==> config.mk <==
export PLATFORM = sky130hd
export DESIGN_NAME = mvu_agu_flat
export DESIGN_NICKNAME = d
export VERILOG_FILES = /design/src/rtl/mvu_agu_if.sv /design/src/rtl/mvu_agu.sv /design/src/flat_wrapper.sv
export SDC_FILE = /design/constraint.sdc
export NUM_CORES = 1
export LEC_CHECK = 0
export CAP_MARGIN = 20
export CORE_MARGIN = 2
export CORE_UTILIZATION = 30
export DETAILED_ROUTE_END_ITERATION = 6
export PLACE_DENSITY = 0.57
export SLEW_MARGIN = 25
export SYNTH_ARGS = -nofsm -noshare
export SYNTH_HDL_FRONTEND = slang
export SYNTH_SLANG_ARGS = --single-unit
export TNS_END_PERCENT = 20
==> constraint.sdc <==
create_clock -name clk -period 10.1 [get_ports clk]
set_input_delay 1.01 -clock clk [delete_from_list [all_inputs] [get_ports clk]]
set_output_delay 1.01 -clock clk [all_outputs]
set_load 0.005 [all_outputs]
==> src/rtl/mvu_agu_if.sv <==
// mvu_agu_if: job configuration, step handshake and status bundle for mvu_agu.
interface mvu_agu_if #(
  parameter int BADDR   = 15,
  parameter int BJUMP   = 15,
  parameter int BLENGTH = 15,
  parameter int NJUMPS  = 5,
  parameter int BCNTDWN = 29
);
  logic                           start;
  logic                           step_en;
  logic [BADDR-1:0]               baseaddr;
  logic [NJUMPS*BJUMP-1:0]        jump;
  logic [(NJUMPS-1)*BLENGTH-1:0]  length;
  logic [BCNTDWN-1:0]             countdown;
  logic                           irq_clr;
  logic [BADDR-1:0]               addr_o;
  logic                           valid_o;
  logic [NJUMPS-1:0]              trig_o;
  logic                           busy;
  logic                           done;
  logic                           irq;
  modport master (
    output start, step_en, baseaddr, jump, length, countdown, irq_clr,
    input  addr_o, valid_o, trig_o, busy, done, irq
  );
  modport slave (
    input  start, step_en, baseaddr, jump, length, countdown, irq_clr,
    output addr_o, valid_o, trig_o, busy, done, irq
  );
endinterface

==> src/rtl/mvu_agu.sv <==
// mvu_agu: nested-loop address generator with signed per-level jumps.
// Define MVU_AGU_IRQ_EN to build the sticky irq flop; otherwise irq is tied low.
module mvu_agu #(
  parameter int BADDR   = 15,
  parameter int BJUMP   = 15,
  parameter int BLENGTH = 15,
  parameter int NJUMPS  = 5,
  parameter int BCNTDWN = 29
) (
  input logic        clk,
  input logic        rst_n,
  mvu_agu_if.slave   bus
);
  typedef enum logic {IDLE, RUN} state_t;
  state_t                         state_q, state_d;
  logic [BADDR-1:0]               addr_q, addr_d;
  logic [BLENGTH-1:0]             c_q [1:NJUMPS-1];
  logic [BLENGTH-1:0]             c_d [1:NJUMPS-1];
  logic [BCNTDWN-1:0]             rem_q, rem_d;
  logic [NJUMPS*BJUMP-1:0]        jump_q, jump_d;
  logic [(NJUMPS-1)*BLENGTH-1:0]  len_q, len_d;
  logic                           done_q, done_d;
  logic signed [BJUMP-1:0]        jk;
  int                             k;
  // Innermost level with iterations left takes the step; none left means level 0.
  always_comb begin
    k = 0;
    for (int i = NJUMPS-1; i >= 1; i--) k = (c_q[i] != '0) ? i : k;
    jk = jump_q[k*BJUMP +: BJUMP];
  end
  always_comb begin
    state_d = state_q;
    addr_d  = addr_q;
    c_d     = c_q;
    rem_d   = rem_q;
    jump_d  = jump_q;
    len_d   = len_q;
    done_d  = 1'b0;
    if (state_q == IDLE && bus.start) begin
      jump_d  = bus.jump;
      len_d   = bus.length;
      addr_d  = bus.baseaddr;
      rem_d   = bus.countdown;
      for (int i = 1; i < NJUMPS; i++) c_d[i] = bus.length[(i-1)*BLENGTH +: BLENGTH];
      state_d = (bus.countdown != '0) ? RUN : IDLE;
      done_d  = (bus.countdown == '0);
    end else if (state_q == RUN && bus.step_en) begin
      addr_d  = addr_q + BADDR'(jk);
      for (int i = 1; i < NJUMPS; i++)
        c_d[i] = (k == 0 || i < k) ? len_q[(i-1)*BLENGTH +: BLENGTH] :
                 (i == k) ? c_q[i] - BLENGTH'(1) : c_q[i];
      rem_d   = rem_q - BCNTDWN'(1);
      state_d = (rem_q == BCNTDWN'(1)) ? IDLE : RUN;
      done_d  = (rem_q == BCNTDWN'(1));
    end
  end
  always_ff @(posedge clk or negedge rst_n) begin
    if (!rst_n) begin
      state_q <= IDLE;
      addr_q  <= '0;
      c_q     <= '{default: '0};
      rem_q   <= '0;
      jump_q  <= '0;
      len_q   <= '0;
      done_q  <= 1'b0;
    end else begin
      state_q <= state_d;
      addr_q  <= addr_d;
      c_q     <= c_d;
      rem_q   <= rem_d;
      jump_q  <= jump_d;
      len_q   <= len_d;
      done_q  <= done_d;
    end
  end
  assign bus.addr_o  = addr_q;
  assign bus.busy    = (state_q == RUN);
  assign bus.valid_o = (state_q == RUN);
  assign bus.trig_o  = (state_q == RUN) ? NJUMPS'(1) << k : '0;
  assign bus.done    = done_q;
`ifdef MVU_AGU_IRQ_EN
  logic irq_q;
  // Completion sets irq in the same edge as done is registered, so it wins over a clear.
  always_ff @(posedge clk or negedge rst_n) begin
    if (!rst_n) irq_q <= 1'b0;
    else        irq_q <= done_d | (irq_q & ~bus.irq_clr);
  end
  assign bus.irq = irq_q;
`else
  assign bus.irq = 1'b0;
`endif
endmodule

==> src/flat_wrapper.sv <==
// flat-port wrapper written by rule: the top's interface ports become plain ports
module mvu_agu_flat 
#(
  parameter int BADDR   = 15,
  parameter int BJUMP   = 15,
  parameter int BLENGTH = 15,
  parameter int NJUMPS  = 5,
  parameter int BCNTDWN = 29
)
  (clk, rst_n, bus_start, bus_step_en, bus_baseaddr, bus_jump, bus_length, bus_countdown, bus_irq_clr, bus_addr_o, bus_valid_o, bus_trig_o, bus_busy, bus_done, bus_irq);
  mvu_agu_if #(.BADDR(BADDR), .BJUMP(BJUMP), .BLENGTH(BLENGTH), .NJUMPS(NJUMPS), .BCNTDWN(BCNTDWN)) bus_i ();
  input logic clk;
  input logic rst_n;
  input wire logic [$bits(bus_i.start)-1:0] bus_start;
  input wire logic [$bits(bus_i.step_en)-1:0] bus_step_en;
  input wire logic [$bits(bus_i.baseaddr)-1:0] bus_baseaddr;
  input wire logic [$bits(bus_i.jump)-1:0] bus_jump;
  input wire logic [$bits(bus_i.length)-1:0] bus_length;
  input wire logic [$bits(bus_i.countdown)-1:0] bus_countdown;
  input wire logic [$bits(bus_i.irq_clr)-1:0] bus_irq_clr;
  output wire logic [$bits(bus_i.addr_o)-1:0] bus_addr_o;
  output wire logic [$bits(bus_i.valid_o)-1:0] bus_valid_o;
  output wire logic [$bits(bus_i.trig_o)-1:0] bus_trig_o;
  output wire logic [$bits(bus_i.busy)-1:0] bus_busy;
  output wire logic [$bits(bus_i.done)-1:0] bus_done;
  output wire logic [$bits(bus_i.irq)-1:0] bus_irq;
  assign bus_i.start = bus_start;
  assign bus_i.step_en = bus_step_en;
  assign bus_i.baseaddr = bus_baseaddr;
  assign bus_i.jump = bus_jump;
  assign bus_i.length = bus_length;
  assign bus_i.countdown = bus_countdown;
  assign bus_i.irq_clr = bus_irq_clr;
  assign bus_addr_o = bus_i.addr_o;
  assign bus_valid_o = bus_i.valid_o;
  assign bus_trig_o = bus_i.trig_o;
  assign bus_busy = bus_i.busy;
  assign bus_done = bus_i.done;
  assign bus_irq = bus_i.irq;
  mvu_agu #(.BADDR(BADDR), .BJUMP(BJUMP), .BLENGTH(BLENGTH), .NJUMPS(NJUMPS), .BCNTDWN(BCNTDWN)) u_core (.clk(clk), .rst_n(rst_n), .bus(bus_i));
endmodule
* After elaboration in Yosys (flattened, before gate mapping)
Index checks and enable logic that the tools add are counted.
** Word-level totals
- Register bits :: 241
- Word-level logic and storage cells :: 76
** Operators by class
- Add/subtract/negate cells :: 6
- Reductions and logical operators :: 22
- Order comparisons :: 4
- Bitwise gates (word level) :: 1
- Muxes and demuxes :: 25
- Equality and inequality tests :: 5
- Multiply operators :: 1
- Shift operators :: 2
** Operators with widths (count)
- $mux 15 :: 10
- $mux 60 :: 2
- $mux 32 :: 3
- $shiftx 75x32->15 :: 1
- $eq 3x32->1 const A :: 2
- $lt 3x32->1 const A :: 2
- $reduce_bool 15->1 :: 4
- $sub 15x1->15 const B :: 4
- $mux 29 :: 2
- $eq 2x32->1 const A :: 1
- $eq 4x32->1 const A :: 1
- $logic_not 32->1 :: 1
- $lt 2x32->1 const A :: 1
- $lt 4x32->1 const A :: 1
- $mul 32x5->32 const B :: 1
- $shl 1x32->5 const A :: 1
- $eq 29x1->1 const B :: 1
- $logic_not 29->1 :: 1
- $reduce_bool 29->1 :: 1
- $sub 29x1->29 const B :: 1
- $add 15x15->15 :: 1
- $reduce_bool 3->1 :: 4
- $reduce_and 2->1 :: 4
- $mux 1 :: 6
- other kinds (6) :: 10

* Logic depth before layout (Yosys ltp)
- Depth after elaboration :: 10
- Gate-level depth with buffers :: 40

* Least setup slack after synthesis
No wires, ideal clock.
- Path kind :: register to register
- Start :: register u_core.c_q[30] (netlist bit)
- End :: register u_core.addr_q[14] (netlist: u_core.bus.addr_o[14])
- Slack :: 0.826 ns
- Stages on the path, launching flop included :: 40
- Period minus slack after synthesis :: 9.274 ns
- Setup time :: 0.069 ns
- Buffers on the path :: 9
- Data arrival time :: 9.205 ns
- Cell sequence :: dfrtp_1 inv_1 ha_1 or4b_2 or4_4 buf_6 nor2_1 nor2_1 inv_1 ha_1 clkbuf_1 inv_2 buf_2 buf_1 xnor2_1 ha_1 buf_6 clkinv_1 [... 4 more ...] buf_1 clkbuf_4 mux4_2 a22o_1 a21oi_2 ha_1 inv_1 fa_1 nor2b_1 o21ai_0 a21boi_0 o211ai_1 a21o_1 a31oi_1 a31oi_1 xnor2_1 or3_1 nand3_1
** Between the ends
- Cells in the longest elaborated chain, start to end :: 8
** Ends and longest elaborated chain
- from (decl) :: line mvu_agu.sv:17 : logic [BLENGTH-1:0] c_q [1:NJUMPS-1];
- from (signal assigned) :: line mvu_agu.sv:61 : c_q <= '{default: '0};
- from (signal assigned) :: line mvu_agu.sv:69 : c_q <= c_d;
- $reduce_bool 15->1 :: line mvu_agu.sv:28 : for (int i = NJUMPS-1; i >= 1; i--) k = (c_q[i] != '0) ? i : k;
- $mux 32 (2 in series) :: line mvu_agu.sv:28
- $mul 32x5->32 :: line mvu_agu.sv:29 : jk = jump_q[k*BJUMP +: BJUMP];
- $shiftx 75x32->15 :: line mvu_agu.sv:29
- $add 15x15->15 :: line mvu_agu.sv:48 : addr_d = addr_q + BADDR'(jk);
- $mux 15 :: line mvu_agu.sv:47 : end else if (state_q == RUN && bus.step_en) begin
- $mux 15 :: line mvu_agu.sv:39 : if (state_q == IDLE && bus.start) begin
- to (signal assigned) :: line mvu_agu.sv:68 : addr_q <= addr_d;
- to (decl) :: line mvu_agu.sv:16 : logic [BADDR-1:0] addr_q, addr_d;
Every way passes these cells. The select of a mux whose other input is x is not followed.
A chain may end at the register's enable or synchronous reset.

* Worst setup path after layout
- Start :: register u_core.c_q[15] (netlist bit)
- End :: register u_core.addr_q[14] (netlist: u_core.bus.addr_o[14])
** Between the ends
- Cells in the longest elaborated chain, start to end :: 9
** Ends and longest elaborated chain (line)
- $reduce_bool 15->1 :: mvu_agu.sv:28
- $mux 32 (3 in series) :: mvu_agu.sv:28
- $mul 32x5->32 :: mvu_agu.sv:29
- $shiftx 75x32->15 :: mvu_agu.sv:29
- $add 15x15->15 :: mvu_agu.sv:48
- $mux 15 :: mvu_agu.sv:47
- $mux 15 :: mvu_agu.sv:39
Every way passes these cells. The select of a mux whose other input is x is not followed.

==> qor.txt <==
Nets: 2,265
Peak supply drop: 124 uV
Post-synth top flop: dfrtp_1
Worst Path Required: 10.63 ns
CTS Sinks: 241
H-tree levels: 1
First-pass GRT wire length: 79,800 um
Slew Limit Fails: 0
Setup TNS: 0 ns
Total of max-cap violations: 0
Seq cells post-synth: 241
Synth top area share: 37.3%
Main combinational cell family by area after synthesis: simple AND/OR/NAND/NOR gates
Sequential-to-total area share from yosys stat: 37.3%
# rows: 85
Fin Hold WS: 0.460 ns
Total die area: 55,800 sq um
Tot Pwr: 0.00404 W
Final Wtd Congestion: 0.853
Antenna violations before repair: 2
Worst slew pin tran: 0.921 ns
Critical path's slowest cell: xnor2_2
Synth Area in Simple Gates: 22.9%
Final HPWL DP: 35,900 um
GR Util All Layers: 17.6%
Clock Tree Root: clkbuf_16
CTS Buf Count: 30
Critical Path AT: 9.50 ns
Final setup viols: 0
Cell Area, Synth: 16,200 sq um
RR Endpoint: u_core.bus.addr_o[14]$_DFFE_PN0P_
Static leakage: 8.71 nW
Area Overhead vs Synth: 22.4%
Layout cells sized above 1: 6.73%
Syn_area_per_cell: 8.52 sq um
Most frequent cells in the layout: nand2_1 (576), dfrtp_1 (241), clkdlybuf4s50_1 (204)
Post-synth EDFFs: 0
Commonest non-fill, non-tap cell in the layout: nand2_1
Adder-Cell Fraction of Synth Area: 3.19%
Initial Util: 30.2%
Antenna-violating nets left: 0
Ports: 208
Clk slew on worst S/H paths: 0.06 ns
CTS tree: built
Post-CTS Setup Repair Bufs: 0
RR Startpoint: u_core.c_q[15]$_DFFE_PN0P_
Final Core Density: 36.9%
Critical setup path kind: flop to flop
Max Clock Skew: 0.0218 ns
Fmax: 0.112 GHz
# fillers: 5,493
Worst Reg-to-Reg Cells: 32
Synth Area in Compound Gates: 14.3%
Post-route DRC: 0
Final period utilization: 88.8%
Port buffer count: 205
Post-synthesis mux area share: 15.4%
CP endpoint kind: flop
Post-CTS resize count: 0
Synth area leader: dfrtp_1
CP Launch Type: flop
CTS Hold Bufs: 0
Max stage delay on crit path: 0.61 ns
XOR/XNOR Fraction of Synth Area: 2.33%
Mapped Nets: 2,123
Cell Area, Placed: 18,800 sq um
Async SR Flop Fraction: 100%
HP Class: input pin to async pin
Ys Warns: 0
Skew-Pair Late Insertion Delay: 0.60 ns
Crit-path max FO: 46
Drt first-iter violations: 1,167
Maximum clock path buffer count: 3
CORE AREA: 53,600 sq um
Top post-synthesis cells by area: dfrtp_1 (37%), nand2_1 (13%), mux2i_1 (8.5%), mux4_2 (4.3%), ha_1 (2.9%)
Cells after Synth: 1,899
Die Wd: 236 um
Routed vias: 14,400
Rel. slew slack: 38.6%
DR vias/cell: 5.22
Vias in the first global route: 14,400
Final Hold Fails: 0
Chip height: 236 um
Drt pass-1 iters: 5
Pin count of the biggest net entering global routing: 201
FF-to-FF setup slack: 1.14 ns
Cell Pwr Density: 204 nW/um^2
Distinct cell type count after synthesis: 78
Wire per inst: 18.0 um
RSZ-0062 raised after global routing: no
WL final: 49,800 um
Post-route cell area: 19,800 sq um
Run status: completed
Post-layout min period: 8.96 ns
GRT overflow: 0
power by group:
part / total [W] / leakage [nW] / internal (W) / switching, W
Combinational: 0.00136 / 5.26 / 0.000670 / 0.000694
Clock: 0.00107 / 0.492 / 0.000624 / 0.000449
Sequential: 0.00160 / 2.96 / 0.00128 / 0.000321
Total: 0.00404 / 8.71 / 0.00258 / 0.00146
routing by layer:
metal  global-route usage, %  vias up  part of all wire [%]
met3                    2.26       88                   3.7
li1                        -     7015                     -
met1                    23.3     7008                    45
met4                    4.93        0                   2.8
met2                    30.1      306                    48
met5                       0        -                     0
cells in the mapped netlist (10+ instances only):
library cell    n
mux4_1         13
nand2_1       577
and2_1         10
nor3_1         22
a22oi_1        13
a31oi_1        40
and3_1         20
mux4_2         31
a211oi_1       13
dfrtp_1       241
nor4_1         27
buf_1          14
a221o_1        11
o211ai_1       37
xor2_1         17
clkbuf_1       83
or3_1          18
a21oi_1        72
inv_1          34
xnor2_1        26
or4_1          11
nor2_1        109
nand3_1        44
o21ai_0        95
ha_1           38
mux2i_1       137
stage by stage:
step                      cells  setup slack [ns]
final                      2763              1.14
after global routing       2762             0.336
after CTS                  2761              1.07
after detailed placement   2705              1.14
after global placement     2704              1.32
after floorplan            1899             0.826
state kept, by name, summed over array words and instances (netlist names):
| register | cells |
|---|---|
| u_core.jump_q | 75 |
| u_core.c_q | 60 |
| u_core.rem_q | 29 |
| u_core.len_q | 60 |
| u_core.bus.done | 1 |
| u_core.bus.addr_o | 15 |
| u_core.bus.busy | 1 |
cell type report:
class                           instances  area, sq um  share of cell area [%]
Multi-Input combinational cell       1500         9460                    47.8
Tap cell                              696          871                    4.40
Timing Repair Buffer                  232         2300                    11.6
Sequential cell                       241         6030                    30.5
Antenna cell                            2         5.00                  0.0253
Clock inverter                         14          129                   0.651
Clock buffer                           42          866                    4.37
Inverter                               36          135                   0.683
critical path: cells and delay by family, from the launching register on:
family                   cells  cell delay, ns
multiplexers                 1            0.55
AND/OR/NAND/NOR              9            2.50
flip-flops                   1            0.40
adder cells (fa/ha/maj)      6            1.76
AO/OA/AOI/OAI                8            1.56
XOR/XNOR                     2            0.76
buffers and inverters        6            1.33
worst max-delay path by stage:
stage	from	end	slack [ns]	cells past startpoint
3_3_place_gp	u_core.c_q[15]$_DFFE_PN0P_	u_core.bus.addr_o[14]$_DFFE_PN0P_	1.32	32
5_1_grt	u_core.c_q[15]$_DFFE_PN0P_	u_core.bus.addr_o[14]$_DFFE_PN0P_	0.34	32
2_1_floorplan	u_core.c_q[30]$_DFFE_PN0P_	u_core.bus.addr_o[14]$_DFFE_PN0P_	0.83	39
4_1_cts	u_core.c_q[15]$_DFFE_PN0P_	u_core.bus.addr_o[14]$_DFFE_PN0P_	1.07	32
6_report	u_core.c_q[15]$_DFFE_PN0P_	u_core.bus.addr_o[14]$_DFFE_PN0P_	1.14	32
3_5_place_dp	u_core.c_q[15]$_DFFE_PN0P_	u_core.bus.addr_o[14]$_DFFE_PN0P_	1.14	32
logic make-up after synthesis:
logic type | after synthesis
flip-flops | 241
AO/OA/AOI/OAI | 357
XOR/XNOR | 43
adder cells (fa/ha/maj) | 40
other | 1
multiplexers | 187
buffers and inverters | 158
AND/OR/NAND/NOR | 872
Note: power is estimated with default switching activity, not from simulation.
